--- src/rtl/sdram_arbiter.sv ---
// sdram_arbiter: shares one byte-wide SDRAM controller between two request
// ports. Port 0 is the CPU data side, port 1 the fetch/secondary master.
// Requests are latched into per-port pending registers. One transaction at a
// time is forwarded, and a watchdog aborts transactions the controller never
// completes.
// Optional feature: define SDRAM_ARB_RR_EN for round-robin tie breaking
// (default build uses strict port 0 priority).
module sdram_arbiter #(
    parameter int ADDR_W  = 23,
    parameter int DATA_W  = 8,
    parameter int TIMEOUT = 64
) (
    input  logic              i_clk,
    input  logic              i_rst,
    input  logic              i_p0_request,
    input  logic              i_p0_wren,
    input  logic [ADDR_W-1:0] i_p0_address,
    input  logic [DATA_W-1:0] i_p0_data,
    output logic [DATA_W-1:0] o_p0_data,
    output logic              o_p0_done,
    output logic              o_p0_err,
    output logic              o_p0_busy,
    input  logic              i_p1_request,
    input  logic              i_p1_wren,
    input  logic [ADDR_W-1:0] i_p1_address,
    input  logic [DATA_W-1:0] i_p1_data,
    output logic [DATA_W-1:0] o_p1_data,
    output logic              o_p1_done,
    output logic              o_p1_err,
    output logic              o_p1_busy,
    output logic              o_mem_request,
    output logic              o_mem_wren,
    output logic [ADDR_W-1:0] o_mem_address,
    output logic [DATA_W-1:0] o_mem_data,
    input  logic [DATA_W-1:0] i_mem_data,
    input  logic              i_mem_done
);

    localparam int CNT_W = (TIMEOUT > 2) ? $clog2(TIMEOUT) : 1;

    typedef enum logic [0:0] {
        ST_IDLE = 1'b0,
        ST_WAIT = 1'b1
    } state_t;

    state_t             r_state;
    logic               r_grant;
    logic [CNT_W-1:0]   r_cnt;

    logic               r_pend0;
    logic               r_p0_wren;
    logic [ADDR_W-1:0]  r_p0_address;
    logic [DATA_W-1:0]  r_p0_data;
    logic               r_pend1;
    logic               r_p1_wren;
    logic [ADDR_W-1:0]  r_p1_address;
    logic [DATA_W-1:0]  r_p1_data;

`ifdef SDRAM_ARB_RR_EN
    logic               r_ptr;
`endif

    logic               w_fin;
    logic               w_clr0;
    logic               w_clr1;
    logic               w_acc0;
    logic               w_acc1;
    logic               w_win;

    assign o_p0_busy = r_pend0;
    assign o_p1_busy = r_pend1;

    // Completion this edge (done or watchdog) and per-port accept decisions.
    always_comb begin
        w_fin  = 1'b0;
        if (r_state == ST_WAIT) begin
            w_fin = i_mem_done | (r_cnt == CNT_W'(TIMEOUT - 1));
        end else begin
            w_fin = 1'b0;
        end
        w_clr0 = w_fin & (r_grant == 1'b0);
        w_clr1 = w_fin & (r_grant == 1'b1);
        // A request landing on its own port's completion edge is accepted.
        w_acc0 = i_p0_request & (~r_pend0 | w_clr0);
        w_acc1 = i_p1_request & (~r_pend1 | w_clr1);
    end

    // Winner selection among pending ports.
    always_comb begin
        w_win = 1'b0;
`ifdef SDRAM_ARB_RR_EN
        if (r_pend0 && r_pend1) begin
            w_win = ~r_ptr;
        end else if (r_pend0) begin
            w_win = 1'b0;
        end else begin
            w_win = 1'b1;
        end
`else
        if (r_pend0) begin
            w_win = 1'b0;
        end else begin
            w_win = 1'b1;
        end
`endif
    end

    // Port 0 pending register and latched request fields.
    always_ff @(posedge i_clk) begin
        if (i_rst) begin
            r_pend0      <= 1'b0;
            r_p0_wren    <= 1'b0;
            r_p0_address <= {ADDR_W{1'b0}};
            r_p0_data    <= {DATA_W{1'b0}};
        end else if (w_acc0) begin
            r_pend0      <= 1'b1;
            r_p0_wren    <= i_p0_wren;
            r_p0_address <= i_p0_address;
            r_p0_data    <= i_p0_data;
        end else if (w_clr0) begin
            r_pend0      <= 1'b0;
        end
    end

    // Port 1 pending register and latched request fields.
    always_ff @(posedge i_clk) begin
        if (i_rst) begin
            r_pend1      <= 1'b0;
            r_p1_wren    <= 1'b0;
            r_p1_address <= {ADDR_W{1'b0}};
            r_p1_data    <= {DATA_W{1'b0}};
        end else if (w_acc1) begin
            r_pend1      <= 1'b1;
            r_p1_wren    <= i_p1_wren;
            r_p1_address <= i_p1_address;
            r_p1_data    <= i_p1_data;
        end else if (w_clr1) begin
            r_pend1      <= 1'b0;
        end
    end

    // Issue/wait FSM with registered controller and completion outputs.
    always_ff @(posedge i_clk) begin
        if (i_rst) begin
            r_state       <= ST_IDLE;
            r_grant       <= 1'b0;
            r_cnt         <= {CNT_W{1'b0}};
`ifdef SDRAM_ARB_RR_EN
            r_ptr         <= 1'b1;
`endif
            o_mem_request <= 1'b0;
            o_mem_wren    <= 1'b0;
            o_mem_address <= {ADDR_W{1'b0}};
            o_mem_data    <= {DATA_W{1'b0}};
            o_p0_data     <= {DATA_W{1'b0}};
            o_p0_done     <= 1'b0;
            o_p0_err      <= 1'b0;
            o_p1_data     <= {DATA_W{1'b0}};
            o_p1_done     <= 1'b0;
            o_p1_err      <= 1'b0;
        end else begin
            o_mem_request <= 1'b0;
            o_p0_done     <= 1'b0;
            o_p1_done     <= 1'b0;
            case (r_state)
                ST_IDLE: begin
                    if (r_pend0 || r_pend1) begin
                        r_grant       <= w_win;
`ifdef SDRAM_ARB_RR_EN
                        r_ptr         <= w_win;
`endif
                        o_mem_wren    <= w_win ? r_p1_wren    : r_p0_wren;
                        o_mem_address <= w_win ? r_p1_address : r_p0_address;
                        o_mem_data    <= w_win ? r_p1_data    : r_p0_data;
                        o_mem_request <= 1'b1;
                        r_cnt         <= {CNT_W{1'b0}};
                        r_state       <= ST_WAIT;
                    end else begin
                        r_state       <= ST_IDLE;
                    end
                end
                ST_WAIT: begin
                    if (i_mem_done) begin
                        // Done wins over a coinciding watchdog expiry.
                        if (r_grant == 1'b0) begin
                            o_p0_data <= i_mem_data;
                            o_p0_done <= 1'b1;
                            o_p0_err  <= 1'b0;
                        end else begin
                            o_p1_data <= i_mem_data;
                            o_p1_done <= 1'b1;
                            o_p1_err  <= 1'b0;
                        end
                        r_state <= ST_IDLE;
                    end else if (r_cnt == CNT_W'(TIMEOUT - 1)) begin
                        if (r_grant == 1'b0) begin
                            o_p0_data <= {DATA_W{1'b0}};
                            o_p0_done <= 1'b1;
                            o_p0_err  <= 1'b1;
                        end else begin
                            o_p1_data <= {DATA_W{1'b0}};
                            o_p1_done <= 1'b1;
                            o_p1_err  <= 1'b1;
                        end
                        r_state <= ST_IDLE;
                    end else begin
                        r_cnt   <= r_cnt + CNT_W'(1);
                        r_state <= ST_WAIT;
                    end
                end
                default: begin
                    r_state <= ST_IDLE;
                end
            endcase
        end
    end

endmodule

--- config.mk ---
export PLATFORM = sky130hd
export DESIGN_NAME = sdram_arbiter
export DESIGN_NICKNAME = d
export VERILOG_FILES = /design/src/rtl/sdram_arbiter.sv
export SDC_FILE = /design/constraint.sdc
export NUM_CORES = 1
export LEC_CHECK = 0
export ABC_AREA = 1
export CORE_MARGIN = 4
export CORE_UTILIZATION = 44
export DETAILED_ROUTE_END_ITERATION = 6
export HOLD_SLACK_MARGIN = 0.12
export PLACE_DENSITY_LB_ADDON = 0.05
export SYNTH_ARGS = -nofsm -noshare
export SYNTH_HDL_FRONTEND = slang
export SYNTH_SLANG_ARGS = --single-unit
--- constraint.sdc ---
create_clock -name i_clk -period 4.8 [get_ports i_clk]
set_input_delay 0.48 -clock i_clk [delete_from_list [all_inputs] [get_ports i_clk]]
set_output_delay 0.48 -clock i_clk [all_outputs]
set_load 0.05 [all_outputs]
; ---- Word level (Yosys, flattened, before mapping)
; Cells that the tools add are included.
[totals]
register_bits = 127
input_bits = 77
output_inout_bits = 55
wordCells = 86
[op_classes]
add_sub_neg = 1
eq_ne = 4
n_mux = 39
bitwise = 11
reduce_logical = 10
[ops]
columns = operator, n
row1 = 8-bit 2-to-1 mux, 9
row2 = 1-bit 2-to-1 mux, 24
row3 = 23-bit 2-to-1 mux, 1
row4 = 6-bit 2-to-1 mux, 3
row5 = 6-bit one-hot mux with 2 select lines, 1
row6 = 3-bit AND reduction, 3
row7 = "6-bit by 1-bit adder with 6-bit output, second input constant", 1
row8 = "6-bit == test, second input constant", 1
row9 = "2-bit != test, second input constant", 3
row10 = 2-bit nonzero test, 3
row11 = 1-bit AND, 4
row12 = 1-bit inverter, 4
row13 = 2-bit OR reduction, 2
row14 = 1-bit bitwise OR, 3
row15 = 1-bit one-hot mux with 2 select lines, 1
row16 = 2-bit AND reduction, 1
row17 = 1-bit logical OR, 1

; ---- Depth between registers and ports, before layout
[logic_depth]
ltp_word = 7
ltp_mapped = 10

; ---- Worst setup path after synthesis
; OpenSTA, ideal clock, no wires.
[synth_path]
kind = flip-flop to flip-flop
start = register r_pend0, in the netlist o_p0_busy
end = register o_mem_address[11]
t_arrival_ps = 1501
path_slack_ps = 3225
path_stages_with_launch = 7
path_cell_list = dfxtp_1 buf_2 o21ai_1 nor2_1 inv_1 clkbuf_2 o21ai_0
[synth_via]
elab_chain_len = 2
[synth_rtl]
columns = item, line
row1 = start: declaration, 50  ; logic r_pend0;
row2 = start signal: assignment, 111  ; r_pend0 <= 1'b0;
row3 = start signal: assignment, 116  ; r_pend0 <= 1'b1;
row4 = start signal: assignment, 121  ; r_pend0 <= 1'b0;
row5 = 1-bit logical OR, 167  ; if (r_pend0 || r_pend1) begin
row6 = 2-bit AND reduction (no line), n/a
row7 = end signal: assignment, 153  ; o_mem_address <= {ADDR_W{1'b0}};
row8 = end signal: assignment, 173  ; o_mem_address <= w_win ? r_p1_address : r_p0_address;
row9 = end: declaration, 33  ; output logic [ADDR_W-1:0] o_mem_address,
; Several ways; a longest one is shown, not always the timed one.
; A chain may end at the register's enable or synchronous reset.

; ---- Worst setup path in the final report
[layout_path]
start = input i_mem_done
end = register r_p0_address[6]
[layout_via]
elab_chain_len = 5
[layout_rtl]
columns = item, line
row1 = start: declaration, 36  ; input logic i_mem_done
row2 = 1-bit bitwise OR, 77  ; w_fin = i_mem_done | (r_cnt == CNT_W'(TIMEOUT - 1));
row3 = 1-bit 2-to-1 mux, 76  ; if (r_state == ST_WAIT) begin
row4 = 1-bit AND, 81  ; w_clr0 = w_fin & (r_grant == 1'b0);
row5 = 1-bit bitwise OR, 84  ; w_acc0 = i_p0_request & (~r_pend0 | w_clr0);
row6 = 1-bit AND, 84
row7 = end signal: assignment, 113  ; r_p0_address <= {ADDR_W{1'b0}};
row8 = end signal: assignment, 118  ; r_p0_address <= i_p0_address;
row9 = end: declaration, 52  ; logic [ADDR_W-1:0] r_p0_address;
; No other way between the ends.

==> reports/metrics.csv <==
stage,metric,value,unit
worst_setup_path,worstSetupEndpointType,flip-flop,
synth,synthTopCellsByCount,"nand2_1 (154), dfxtp_1 (127), a21oi_1 (85)",
pwr,p_sw_share,25.3,%
synth,synth_top_area_share,46.8,%
worst_setup_path,slowest_stage,clkdlybuf4s50_1,
pwr,p_sw,0.000739,W
floorplan,num_rows,40,
pwr,clkPwrFrac,45.7,%
pwr,p_comb_share,14.6,%
grt,grt_pass1_wl,22.8,mm
final_layout,drive_gt1_share,5.43,%
flow_run,cap_violations,0,
drt,remaining_drc_errors,0,
clock_tree,cts_tree,yes,
sta,setup-tns-final,0,ps
grt,grt_pass1_vias,4788,
synth,async_flop_share,0,%
synth,yosys_warnings,0,
synth,synth.distinct_cells,23,
clock_tree,numCtsBuffers,17,
synth,synthTopCellsByArea,"dfxtp_1 (47%), nand2_1 (11%), a21oi_1 (7.8%)",
worst_setup_path,path_class,in2reg,
clock_tree,ctsResizeCount,0,
pwr,p_int,0.00219,W
synth,syn_avg_cell_area,7.45,um2
sta,slew_violations,0,
synth,synth.largest_area_cell,dfxtp_1,
pwr,power_density,401,mW/mm2
synth,syn-num-nets,808,
final_layout,layout.nets,912,
synth,synth_edf_count,0,
pwr,peakVddDrop,219,uV
worst_setup_path,critPathRequiredTime,5100,ps
pwr,power_frac_seq,39.7,%
sta,skew,7.23,ps
clock_tree,post-cts-setup-buffer-count,0,
floorplan,die_width,119,um
drt,drt-wirelength-per-cell,13.4,um
placed_design,portBuffers,131,
placed_design,gp_congestion,0.864,
drt,num_vias,4901,
worst_setup_path,critPathBufInv,2,
drt,viasPerCell,4.83,
worst_setup_path,path_cells,clkdlybuf4s50_1 > o21bai_4 > nand3_2 > nand2_2 > buf_4 > nand3_1 > nand2_1 > nor2_1,
floorplan,die_area,0.0142,mm2
drt,wl,13.6,mm
final_layout,antenna_cells,0,
synth,synth_cells,730,
sta,fin_crit_sh,57.1,%
status,status,"finished, final reports clean",
floorplan,die_y,119,um
floorplan,initial_core_util,45.1,%
min_path,hold_class,reg2reg,
sta,whs,454,ps
worst_setup_path,r2r-start,r_cnt[0]$_SDFFE_PP0P_,
worst_setup_path,crit_family,simple AND/OR/NAND/NOR gates,
worst_setup_path,start_kind,primary input,
clock_tree,clk_pin_slew,60,ps
sta,relSlewSlack,20.6,%
floorplan,io_pins,132,
final_layout,final_cell_count_no_fill,1015,
clock_tree,hold_buffers,0,
clock_tree,insertion_delay,410,ps
sta,setup_ws,2060,ps
clock_tree,clockBufferDepth,2,
worst_setup_path,critPathMaxFanout,44,
worst_setup_path,reg2reg_to,r_p0_address[6]$_SDFFE_PP0P_,
synth,synth_sequential_area_ratio,46.8,%
min_path,hold_depth,2,
placed_design,dp_hpwl,8.97,mm
worst_setup_path,cp.depth,8,
drt,ant_nets,0,
sta,min_period,2740,ps
sta,setup_viol,0,
floorplan,coreArea,0.0121,mm2
min_path,min_to,o_mem_address[21]$_SDFFE_PP0P_,
worst_setup_path,critPathLaunch,i_mem_done,
placed_design,dp_worst_setup_slack,1670,ps
clock_tree,ctsHtreeMaxLevel,4,
pwr,power,0.00293,W
min_path,hp-start,o_mem_address[21]$_SDFFE_PP0P_,
drt,dr.pass1.iters,4,
synth,synth.most_common_cell,nand2_1,
grt,overflow,0,
sta,rsz0062_at_grt,no,
worst_setup_path,r2r_slack,2140,ps
worst_setup_path,reg2reg_depth,9,
sta,tightestPinTransition,1190,ps
grt,antenna_found_initial,0,
clock_tree,clock_sinks,127,
final_layout,syn_to_final_growth,34.2,%
placed_design,place_inst,983,
grt,grt_usage,19.4,%
clock_tree,clock-root-buffer,clkbuf_16,
grt,grt_max_degree,66,
worst_setup_path,crit_arrival,3040,ps
synth,synth_flop_cell,dfxtp_1,
sta,final_hold_viol_count,0,
pwr,power.leakage,3.18,nW
synth,syn_area,0.00544,mm2
drt,drtIter0Drc,378,
worst_setup_path,max_stage_delay,720,ps
sta,clock.fmax,365,MHz
synth,synth_seq_cells,127,
==> placed cells by master, fill, tap and decap left out, types with 18 or more instances in the layout <==
cell type and instances:
a21oi_1 85, clkdlybuf4s50_1 129, dfxtp_1 126, inv_1 83
mux2i_1 32, nand2_1 153, nand3_1 67, nor2_1 82
o21ai_0 18, o21ai_1 18
==> worst max-delay path by stage <==
stage / to / slack (ps)
floorplan: o_mem_address[11]$_SDFFE_PP0P_ / 3230
global placement: r_p1_address[21]$_SDFFE_PP0P_ / 1730
detailed placement: r_p1_address[14]$_SDFFE_PP0P_ / 1670
CTS: r_p1_address[14]$_SDFFE_PP0P_ / 2080
global route: r_p1_address[19]$_SDFFE_PP0P_ / 1840
finish: r_p0_address[6]$_SDFFE_PP0P_ / 2060
==> area by class of cell <==
cell class | instances | area, um2
flip-flops and latches | 127 | 2540
fillers | 1134 | 4760
clock inverters | 11 | 163
clock buffers | 21 | 460
multi-input cells | 468 | 2270
well taps | 168 | 210
repair buffers | 136 | 1340
inverters | 84 | 315
==> power by group through the flow <==
stage               sequential (W)  combinational [W]  clock [W]
global route               0.00117           0.000469    0.00141
detailed placement         0.00118           0.000428          0
finish                     0.00116           0.000426    0.00134
floorplan                  0.00125           0.000223          0
CTS                        0.00116           0.000429    0.00137
global placement           0.00118           0.000423          0
==> state kept, by name, indices dropped and copies added (netlist names), 6 cells and up <==
register	count
o_p1_data	8
r_p0_address	23
r_p1_data	8
r_p0_data	8
o_mem_address	23
o_mem_data	8
r_cnt	6
o_p0_data	8
r_p1_address	23
==> routing by layer <==
metal	GRT usage, %	share of wire [%]
met1	25.4	47
met2	31.0	46
met3	5.37	5.6
met4	5.87	0.93
met5	0	0
==> cells by family (layout without fill, tap and decap cells) <==
logic type / count (synthesis) / after routing / synth area share, %
and+or+nand+nor: 310 / 310 / 23.5
DFF: 127 / 127 / 46.8
adders and majority gates: 1 / 1 / 0.230
buffers and inverters: 135 / 252 / 11.7
AOI/OAI and AO/OA: 124 / 124 / 11.8
xor gates and xnor gates: 1 / 1 / 0.161
muxes: 32 / 32 / 5.89
==> per-stage QoR <==
stage	instance area [um2]	util, %
after floorplan	5440	-
after global placement	6670	55.3
after detailed placement	6670	55.3
after CTS	7300	60.5
after global routing	7300	60.5
final	7300	60.5
==> worst reg2reg max path, stage by stage, from the launching register on <==
cell and delay (ps):
dfxtp_1 410, ha_1 240, nand3_2 130, o21bai_4 160, nand3_2 250, nand2_2 720
buf_4 390, nand3_1 120, nand2_1 100, nor2_1 40
No activity file was read; power rests on OpenSTA's default activity.
